`config.mk`:
```
export PLATFORM = sky130hd
export DESIGN_NAME = wb_slave_mux
export DESIGN_NICKNAME = d
export VERILOG_FILES = /design/src/rtl/wb_slave_mux.sv
export SDC_FILE = /design/constraint.sdc
export NUM_CORES = 1
export LEC_CHECK = 0
export BUFFER_PORTS_ARGS = -buffer_cell sky130_fd_sc_hd__buf_2
export CORE_AREA = 2 2 124 126
export CTS_CLUSTER_SIZE = 16
export DETAILED_ROUTE_END_ITERATION = 8
export DIE_AREA = 0 0 126 128
export HOLD_SLACK_MARGIN = 0.03
export PLACE_DENSITY = 0.7
export SLEW_MARGIN = 20
export SYNTH_ARGS = -nofsm -noshare
export SYNTH_HDL_FRONTEND = slang
export SYNTH_SLANG_ARGS = --single-unit
```
`constraint.sdc`:
```
create_clock -name clk_i -period 3.4 [get_ports clk_i]
set_input_delay 0.68 -clock clk_i [delete_from_list [all_inputs] [get_ports clk_i]]
set_output_delay 0.68 -clock clk_i [all_outputs]
set_load 0.01 [all_outputs]
```
`src/rtl/wb_slave_mux.sv`:
```
// -----------------------------------------------------------------------------
// wb_slave_mux
//
// Single-master to four-slave Wishbone address decoder and response mux.
// A master request is latched in IDLE and decoded against four base/width
// windows, with the lowest slave index winning on overlap. The latched request
// is then presented to the selected slave while the FSM sits in WAIT. The
// slave's ack or err is returned to the master as a one-cycle registered
// response in RESP. Unmapped addresses get an immediate error response, and
// error responses return DEFAULT_READ_VALUE as read data.
//
// Optional feature (macro WB_TIMEOUT_EN):
//   When defined, a WAIT-cycle counter ends a transfer with an error and a
//   timeout_o pulse after TIMEOUT_CYCLES silent cycles. When undefined, no
//   counter exists, WAIT lasts until ack/err/cycle drop, and timeout_o is 0.
//
// Ports:
//   clk_i, rstn_i          clock, asynchronous active-low reset
//   m_adr_i .. m_cyc_i     master request (address, data, we, sel, stb, cyc)
//   m_dat_o                registered read data to master
//   m_ack_o, m_err_o       registered one-cycle acknowledge / error
//   s_adr_o .. s_we_o      latched request towards the slaves
//   s_cyc_o                cycle, high while a slave access is in flight
//   s_stb_o[3:0]           one-hot strobe of the selected slave
//   s_dat_i[127:0]         slave read data, slave n on [32n+31:32n]
//   s_ack_i, s_err_i       per-slave acknowledge / error
//   timeout_o              one-cycle timeout pulse (aligned with m_err_o)
// -----------------------------------------------------------------------------
module wb_slave_mux #(
  parameter logic [31:0] S0_BASE            = 32'h8000_0000,
  parameter int unsigned S0_AW              = 27,
  parameter logic [31:0] S1_BASE            = 32'hF000_0000,
  parameter int unsigned S1_AW              = 11,
  parameter logic [31:0] S2_BASE            = 32'hF000_0800,
  parameter int unsigned S2_AW              = 11,
  parameter logic [31:0] S3_BASE            = 32'hF800_0000,
  parameter int unsigned S3_AW              = 14,
  parameter int unsigned TIMEOUT_CYCLES     = 255,
  parameter logic [31:0] DEFAULT_READ_VALUE = 32'hBADF_ABAC
) (
  input  logic          clk_i,
  input  logic          rstn_i,
  // master side
  input  logic [31:0]   m_adr_i,
  input  logic [31:0]   m_dat_i,
  input  logic          m_we_i,
  input  logic [3:0]    m_sel_i,
  input  logic          m_stb_i,
  input  logic          m_cyc_i,
  output logic [31:0]   m_dat_o,
  output logic          m_ack_o,
  output logic          m_err_o,
  // slave side
  output logic [31:0]   s_adr_o,
  output logic [31:0]   s_dat_o,
  output logic [3:0]    s_sel_o,
  output logic          s_we_o,
  output logic          s_cyc_o,
  output logic [3:0]    s_stb_o,
  input  logic [127:0]  s_dat_i,
  input  logic [3:0]    s_ack_i,
  input  logic [3:0]    s_err_i,
  output logic          timeout_o
);

  typedef enum logic [1:0] {
    ST_IDLE = 2'd0,
    ST_WAIT = 2'd1,
    ST_RESP = 2'd2
  } state_e;

  state_e      state_q, state_d;
  logic [31:0] adr_q,  adr_d;
  logic [31:0] wdat_q, wdat_d;
  logic [3:0]  sel_q,  sel_d;
  logic        we_q,   we_d;
  logic [1:0]  idx_q,  idx_d;
  logic [31:0] rdat_q, rdat_d;
  logic        ack_q,  ack_d;
  logic        err_q,  err_d;

  // ---------------------------------------------------------------------------
  // Address decode: compare only the bits above each slave's window width.
  // ---------------------------------------------------------------------------
  logic [3:0] hit;
  logic [1:0] hit_idx;
  logic       any_hit;

  assign hit[0] = (m_adr_i >> S0_AW) == (S0_BASE >> S0_AW);
  assign hit[1] = (m_adr_i >> S1_AW) == (S1_BASE >> S1_AW);
  assign hit[2] = (m_adr_i >> S2_AW) == (S2_BASE >> S2_AW);
  assign hit[3] = (m_adr_i >> S3_AW) == (S3_BASE >> S3_AW);
  assign any_hit = |hit;

  // Overlapping windows resolve to the lowest index.
  always_comb begin
    hit_idx = 2'd0;
    if      (hit[0]) hit_idx = 2'd0;
    else if (hit[1]) hit_idx = 2'd1;
    else if (hit[2]) hit_idx = 2'd2;
    else if (hit[3]) hit_idx = 2'd3;
  end

  // Only the latched slave's handshake is looked at; everything else is noise.
  logic sel_ack;
  logic sel_err;
  assign sel_ack = s_ack_i[idx_q];
  assign sel_err = s_err_i[idx_q];

  // ---------------------------------------------------------------------------
  // Optional WAIT timeout
  // ---------------------------------------------------------------------------
  logic tmo_hit;

`ifdef WB_TIMEOUT_EN
  localparam int unsigned CNT_W = $clog2(TIMEOUT_CYCLES + 1);

  logic [CNT_W-1:0] cnt_q, cnt_d;
  logic             tmo_q, tmo_d;

  // cnt_q counts completed WAIT cycles, so the current cycle is the last
  // allowed one when cnt_q reaches TIMEOUT_CYCLES-1.
  assign tmo_hit = (state_q == ST_WAIT) && (cnt_q == CNT_W'(TIMEOUT_CYCLES - 1));

  always_comb begin
    cnt_d = '0;
    if (state_q == ST_WAIT) cnt_d = cnt_q + CNT_W'(1);
    // The timeout only fires when nothing else ends the transfer this cycle.
    tmo_d = tmo_hit && m_cyc_i && !sel_err && !sel_ack;
  end

  always_ff @(posedge clk_i or negedge rstn_i) begin
    if (!rstn_i) begin
      cnt_q <= '0;
      tmo_q <= 1'b0;
    end else begin
      cnt_q <= cnt_d;
      tmo_q <= tmo_d;
    end
  end

  assign timeout_o = tmo_q;
`else
  logic unused_timeout_cfg;
  assign unused_timeout_cfg = |TIMEOUT_CYCLES;
  assign tmo_hit   = 1'b0;
  assign timeout_o = 1'b0;
`endif

  // ---------------------------------------------------------------------------
  // FSM next-state and datapath
  // ---------------------------------------------------------------------------
  always_comb begin
    // NOTE: every variable gets a default before the case so no path leaves
    // one unassigned, which would otherwise infer a latch.
    state_d = state_q;
    adr_d   = adr_q;
    wdat_d  = wdat_q;
    sel_d   = sel_q;
    we_d    = we_q;
    idx_d   = idx_q;
    rdat_d  = rdat_q;
    ack_d   = 1'b0;
    err_d   = 1'b0;

    unique case (state_q)
      ST_IDLE: begin
        if (m_cyc_i && m_stb_i) begin
          adr_d  = m_adr_i;
          wdat_d = m_dat_i;
          sel_d  = m_sel_i;
          we_d   = m_we_i;
          idx_d  = hit_idx;
          if (any_hit) begin
            state_d = ST_WAIT;
          end else begin
            state_d = ST_RESP;
            err_d   = 1'b1;
            rdat_d  = DEFAULT_READ_VALUE;
          end
        end
      end

      ST_WAIT: begin
        if (!m_cyc_i) begin
          // Master abandoned the cycle: silently return, no response.
          state_d = ST_IDLE;
        end else if (sel_err) begin
          // err outranks a simultaneous ack.
          state_d = ST_RESP;
          err_d   = 1'b1;
          rdat_d  = DEFAULT_READ_VALUE;
        end else if (sel_ack) begin
          // An ack on the expiry cycle still wins over the timeout.
          state_d = ST_RESP;
          ack_d   = 1'b1;
          rdat_d  = s_dat_i[{idx_q, 5'd0} +: 32];
        end else if (tmo_hit) begin
          state_d = ST_RESP;
          err_d   = 1'b1;
          rdat_d  = DEFAULT_READ_VALUE;
        end
      end

      // Response is on the outputs this cycle; any request now is not taken.
      ST_RESP: state_d = ST_IDLE;

      default: state_d = ST_IDLE;
    endcase
  end

  always_ff @(posedge clk_i or negedge rstn_i) begin
    if (!rstn_i) begin
      // NOTE: the latched request registers are reset as well, so the slave
      // bus shows zeros during reset and an aborted transfer leaves no trace.
      state_q <= ST_IDLE;
      adr_q   <= '0;
      wdat_q  <= '0;
      sel_q   <= '0;
      we_q    <= 1'b0;
      idx_q   <= '0;
      rdat_q  <= '0;
      ack_q   <= 1'b0;
      err_q   <= 1'b0;
    end else begin
      // NOTE: non-blocking assignments so every flop samples pre-edge values.
      state_q <= state_d;
      adr_q   <= adr_d;
      wdat_q  <= wdat_d;
      sel_q   <= sel_d;
      we_q    <= we_d;
      idx_q   <= idx_d;
      rdat_q  <= rdat_d;
      ack_q   <= ack_d;
      err_q   <= err_d;
    end
  end

  // ---------------------------------------------------------------------------
  // Outputs
  // ---------------------------------------------------------------------------
  assign m_dat_o = rdat_q;
  assign m_ack_o = ack_q;
  assign m_err_o = err_q;

  assign s_adr_o = adr_q;
  assign s_dat_o = wdat_q;
  assign s_sel_o = sel_q;
  assign s_we_o  = we_q;
  assign s_cyc_o = (state_q == ST_WAIT);
  assign s_stb_o = s_cyc_o ? (4'b0001 << idx_q) : 4'b0000;

endmodule
```
==> results_tabular.tex <==
\begin{tabular}{lr}
\hline
Metric & Value \\
\hline
\multicolumn{2}{l}{\textbf{Synth}} \\
Leading area contributor after synthesis & sky130\_fd\_sc\_hd\_\_dfrtp\_1 \\
Area share of the largest cell type after synthesis & 49.0\% \\
Sequential element share of the synthesized area & 49.0\% \\
Flip-flop cell with the highest count after synthesis & sky130\_fd\_sc\_hd\_\_dfrtp\_1 \\
Fraction of synthesis flops using an asynchronous set or reset pin & 100\% \\
Fraction of synthesized area in multiplexers & 14.0\% \\
Nets in the synthesized netlist & 775 \\
Post-synthesis instance area & 5470 sq um \\
Top cells by area, synth & sky130\_fd\_sc\_hd\_\_dfrtp\_1, sky130\_fd\_sc\_hd\_\_nand2\_1, sky130\_fd\_sc\_hd\_\_mux4\_2 \\
Top cells by instance count after synthesis & sky130\_fd\_sc\_hd\_\_nand2\_1, sky130\_fd\_sc\_hd\_\_dfrtp\_1, sky130\_fd\_sc\_hd\_\_mux4\_2 \\
Mean area per synthesized cell & 9.66 sq um \\
Simple-gate portion of the synthesized area & 19.9\% \\
Largest family of logic cells by synthesized area & simple AND/OR/NAND/NOR gates \\
Post-Synth Adder-Cell Area & 0\% \\
Number of enable-type register cells in the synthesized netlist & 0 \\
Number of warning messages in the yosys log & 0 \\
Post-synthesis instance total & 566 \\
Flops \& latches, synth & 107 \\
Fraction of synthesized cell area in xor and xnor cells & 0\% \\
Share of the synthesized area in compound gates (AO/OA/AOI/OAI) & 11.0\% \\
Number of distinct standard cells referenced by the synthesized netlist & 32 \\
Most instantiated library cell after synthesis & sky130\_fd\_sc\_hd\_\_nand2\_1 \\
\multicolumn{2}{l}{\textbf{Critical path}} \\
Critical Path Fanout Max & 32 \\
CP Capture Type & flip-flop \\
Critical path class & reg2reg \\
Kind of launch point of the worst setup path & flip-flop \\
Largest delay contributor family on the critical path & compound AO/OA/AOI/OAI gates \\
Arrival time of data at the critical path endpoint & 2.81 ns \\
Standard cell with the maximum stage delay on the critical path & sky130\_fd\_sc\_hd\_\_o211a\_1 \\
CP Data Required Time & 3.66 ns \\
Worst-path cell chain & mux4\_2, o211a\_1, nor3\_1, a211oi\_1 \\
Slowest Stage Delay on Critical Path & 0.94 ns \\
Crit path buffers/inverters & 0 \\
\multicolumn{2}{l}{\textbf{Power}} \\
Highest ir drop seen on vdd & 0.260 mV \\
Total power & 3.23 mW \\
Leakage power & 3.91 nW \\
Power per Cell Area & approximately 430 nW/um\^{}2 \\
\multicolumn{2}{l}{\textbf{Timing}} \\
FMAX & 0.391 GHz \\
Unrepaired setup endpoints after global routing & no \\
Slew of the pin with the lowest slew margin & 1.06 ns \\
Clock period minus worst slack & $\sim$2.6 ns \\
Sum Neg Setup Slack & 0 ns \\
Clock Skews & roughly 0.014 ns \\
Number of hold violations in the final report & 0 \\
Worst setup slack after layout & 0.844 ns \\
Max Transition Viols Final & 0 \\
Share of the clock period used by the worst path & about 75\% \\
Number of failing setup endpoints in the final timing report & 0 \\
Headroom to the max-slew limit & 29.5\% \\
\multicolumn{2}{l}{\textbf{CTS}} \\
Clock Sinks & 107 \\
Post-CTS Hold Fix Bufs & 0 \\
TritonCTS clock tree & done \\
Largest buffer count on any clock path & 2 \\
Number of buffers added for setup after CTS & 0 \\
Deepest level of the CTS H-tree & 3 \\
Root cell of the clock tree & sky130\_fd\_sc\_hd\_\_clkbuf\_16 \\
\# resized after CTS & 0 \\
CTS Buf Count & 9 \\
Insertion delay of the later-clocked pin in the worst-skew pair & between 0.3 and 0.4 ns \\
Clock slew at the register clock pins of the worst setup and hold paths & 0.08 ns \\
\multicolumn{2}{l}{\textbf{Floorplanning}} \\
Overall die height & 128 um \\
Std-Cell Core Area & 14,900 sq um \\
Initial core utilization & 36.8\% \\
Total die area & between 15,000 and 20,000 sq um \\
Row cnt & 45 \\
Die Wd & 126 um \\
Number of top-level design ports & around 320 \\
\multicolumn{2}{l}{\textbf{Final layout}} \\
Number of filler instances in the final layout & approximately 1,400 \\
Final cell count without fillers & 1,049 \\
Inserted Diodes & 0 \\
Core Util, Final & 50.7\% \\
Area growth from synthesis to layout & 37.7\% \\
Share of final-layout standard cells stronger than drive strength 1 & between 40\% and 50\% \\
\# nets final & 1,065 \\
\multicolumn{2}{l}{\textbf{Global route}} \\
Pin count of the biggest net entering global routing & 61 \\
GR peak layer & met2 \\
Antenna violations before repair & 0 \\
GRT Residual Overflow & 0 \\
Met1 capacity usage during global routing & between 20 and 30\% \\
Routing usage on met3 & 5.13\% \\
Global-route wire length before repair & $\sim$28 mm \\
Via count of the first global-routing pass & 5,208 \\
Overall fraction of global-route tracks in use & 21.5\% \\
M2 GR Usage & 35.5\% \\
\multicolumn{2}{l}{\textbf{Route}} \\
Antenna-violating nets left & 0 \\
Via total after detailed routing & 5,307 \\
Number of DRC violations after detailed routing & 0 \\
Final routed wirelength across all metal layers & 17.4 mm \\
Number of violations reported at the end of detailed-routing iteration 0 & roughly 260 \\
Number of iterations in the first detailed-routing pass & 4 \\
Avg Vias per Cell & about 5 \\
Post-detailed-route wirelength per cell & 16.6 um \\
\multicolumn{2}{l}{\textbf{Placement}} \\
RePlAce Congestion & 0.777 \\
Number of placed instances with taps included & 1,033 \\
HPWL Detailed & 12.8 mm \\
Total of buffers placed on input and output ports & 316 \\
Pre-CTS setup slack & between 0.5 and 0.6 ns \\
\multicolumn{2}{l}{\textbf{Worst hold path}} \\
Worst min-delay path class & in2async \\
\multicolumn{2}{l}{\textbf{Run}} \\
Max Cap Violations & 0 \\
\multicolumn{2}{l}{\textbf{Run status}} \\
Outcome & finished clean \\
\hline
\end{tabular}
[flip-flops by register name, indices dropped and copies added (netlist names)]
| register | cells |
|---|---|
| m_dat_o | 32 |
| m_ack_o | 1 |
| m_err_o | 1 |
| s_adr_o | 32 |
| state_q | 2 |
| s_we_o | 1 |
| s_sel_o | 4 |
| s_dat_o | 32 |
| idx_q | 2 |
[cell families (layout without fill, tap and decap cells)]
group	Yosys count	after routing
other	1	1
AOI/OAI and AO/OA	77	77
DFF	107	107
buffers and inverters	79	374
and+or+nand+nor	268	268
muxes	34	34
[worst paths after layout]
| kind | depth (start not counted) | slack, ns | end | startpoint |
|---|---|---|---|---|
| max in group asynchronous | 2 | 2.29 | s_sel_o[2]$_DFFE_PN0P_ | rstn_i |
| min reg2reg | 2 | 0.47 | s_dat_o[21]$_DFFE_PN0P_ | s_dat_o[21]$_DFFE_PN0P_ |
| min | 1 | 0.35 | m_dat_o[20]$_DFFE_PN0P_ | rstn_i |
| min in group clk_i | 2 | 0.47 | s_dat_o[21]$_DFFE_PN0P_ | s_dat_o[21]$_DFFE_PN0P_ |
| max | 4 | 0.84 | m_dat_o[29]$_DFFE_PN0P_ | idx_q[0]$_DFFE_PN0P_ |
| max reg2reg | 4 | 0.84 | m_dat_o[29]$_DFFE_PN0P_ | idx_q[0]$_DFFE_PN0P_ |
[layout make-up]
type / instances / area, sq um / share of cell area (%)
timing repair buffer: 325 / 1680 / 22.3
multi-input combinational: 380 / 2480 / 33.0
clock inverter: 7 / 106 / 1.41
inverter: 33 / 124 / 1.65
sequential: 107 / 2680 / 35.6
tap: 188 / 235 / 3.12
clock buffer: 9 / 225 / 2.99
[power by group]
part | internal, mW | total, mW | switching [mW]
Clock | 0.661 | 1.18 | 0.521
Sequential | 1.40 | 1.47 | 0.0652
Combinational | 0.262 | 0.581 | 0.319
[through the flow]
| stage | area, sq um | hold slack, ns |
|---|---|---|
| final | 7530 | 0.349 |
| after global routing | 7530 | 0.394 |
| after global placement | 7200 | 0.452 |
| after floorplan | 5470 | 0.384 |
| after detailed placement | 7200 | 0.456 |
| after CTS | 7530 | 0.370 |
[cell usage in the layout (no fill, tap or decap), types with 9 or more instances in the layout]
master,synthesis,routed
sky130_fd_sc_hd__dfrtp_1,107,106
sky130_fd_sc_hd__a2111oi_0,21,21
sky130_fd_sc_hd__o211ai_1,22,22
sky130_fd_sc_hd__mux4_2,34,34
sky130_fd_sc_hd__clkbuf_16,0,9
sky130_fd_sc_hd__inv_1,33,33
sky130_fd_sc_hd__buf_2,5,315
sky130_fd_sc_hd__nand3_1,14,13
sky130_fd_sc_hd__nor3_1,24,24
sky130_fd_sc_hd__nand2_1,212,212
sky130_fd_sc_hd__a211oi_1,21,21
[worst reg2reg max path, stage by stage (launching register included)]
cell                       delay (ns)
sky130_fd_sc_hd__dfrtp_2         0.44
sky130_fd_sc_hd__mux4_2          0.69
sky130_fd_sc_hd__o211a_1         0.95
sky130_fd_sc_hd__nor3_1          0.13
sky130_fd_sc_hd__a211oi_1        0.26
[layer usage]
layer	vias up	share of wire, %	wire length [um]
li1	2546	-	-
met1	2534	41	7110
met2	205	50	8670
met3	22	7.5	1300
met4	0	1.8	315
met5	-	0	0
No activity file was read; power rests on OpenSTA's default activity.
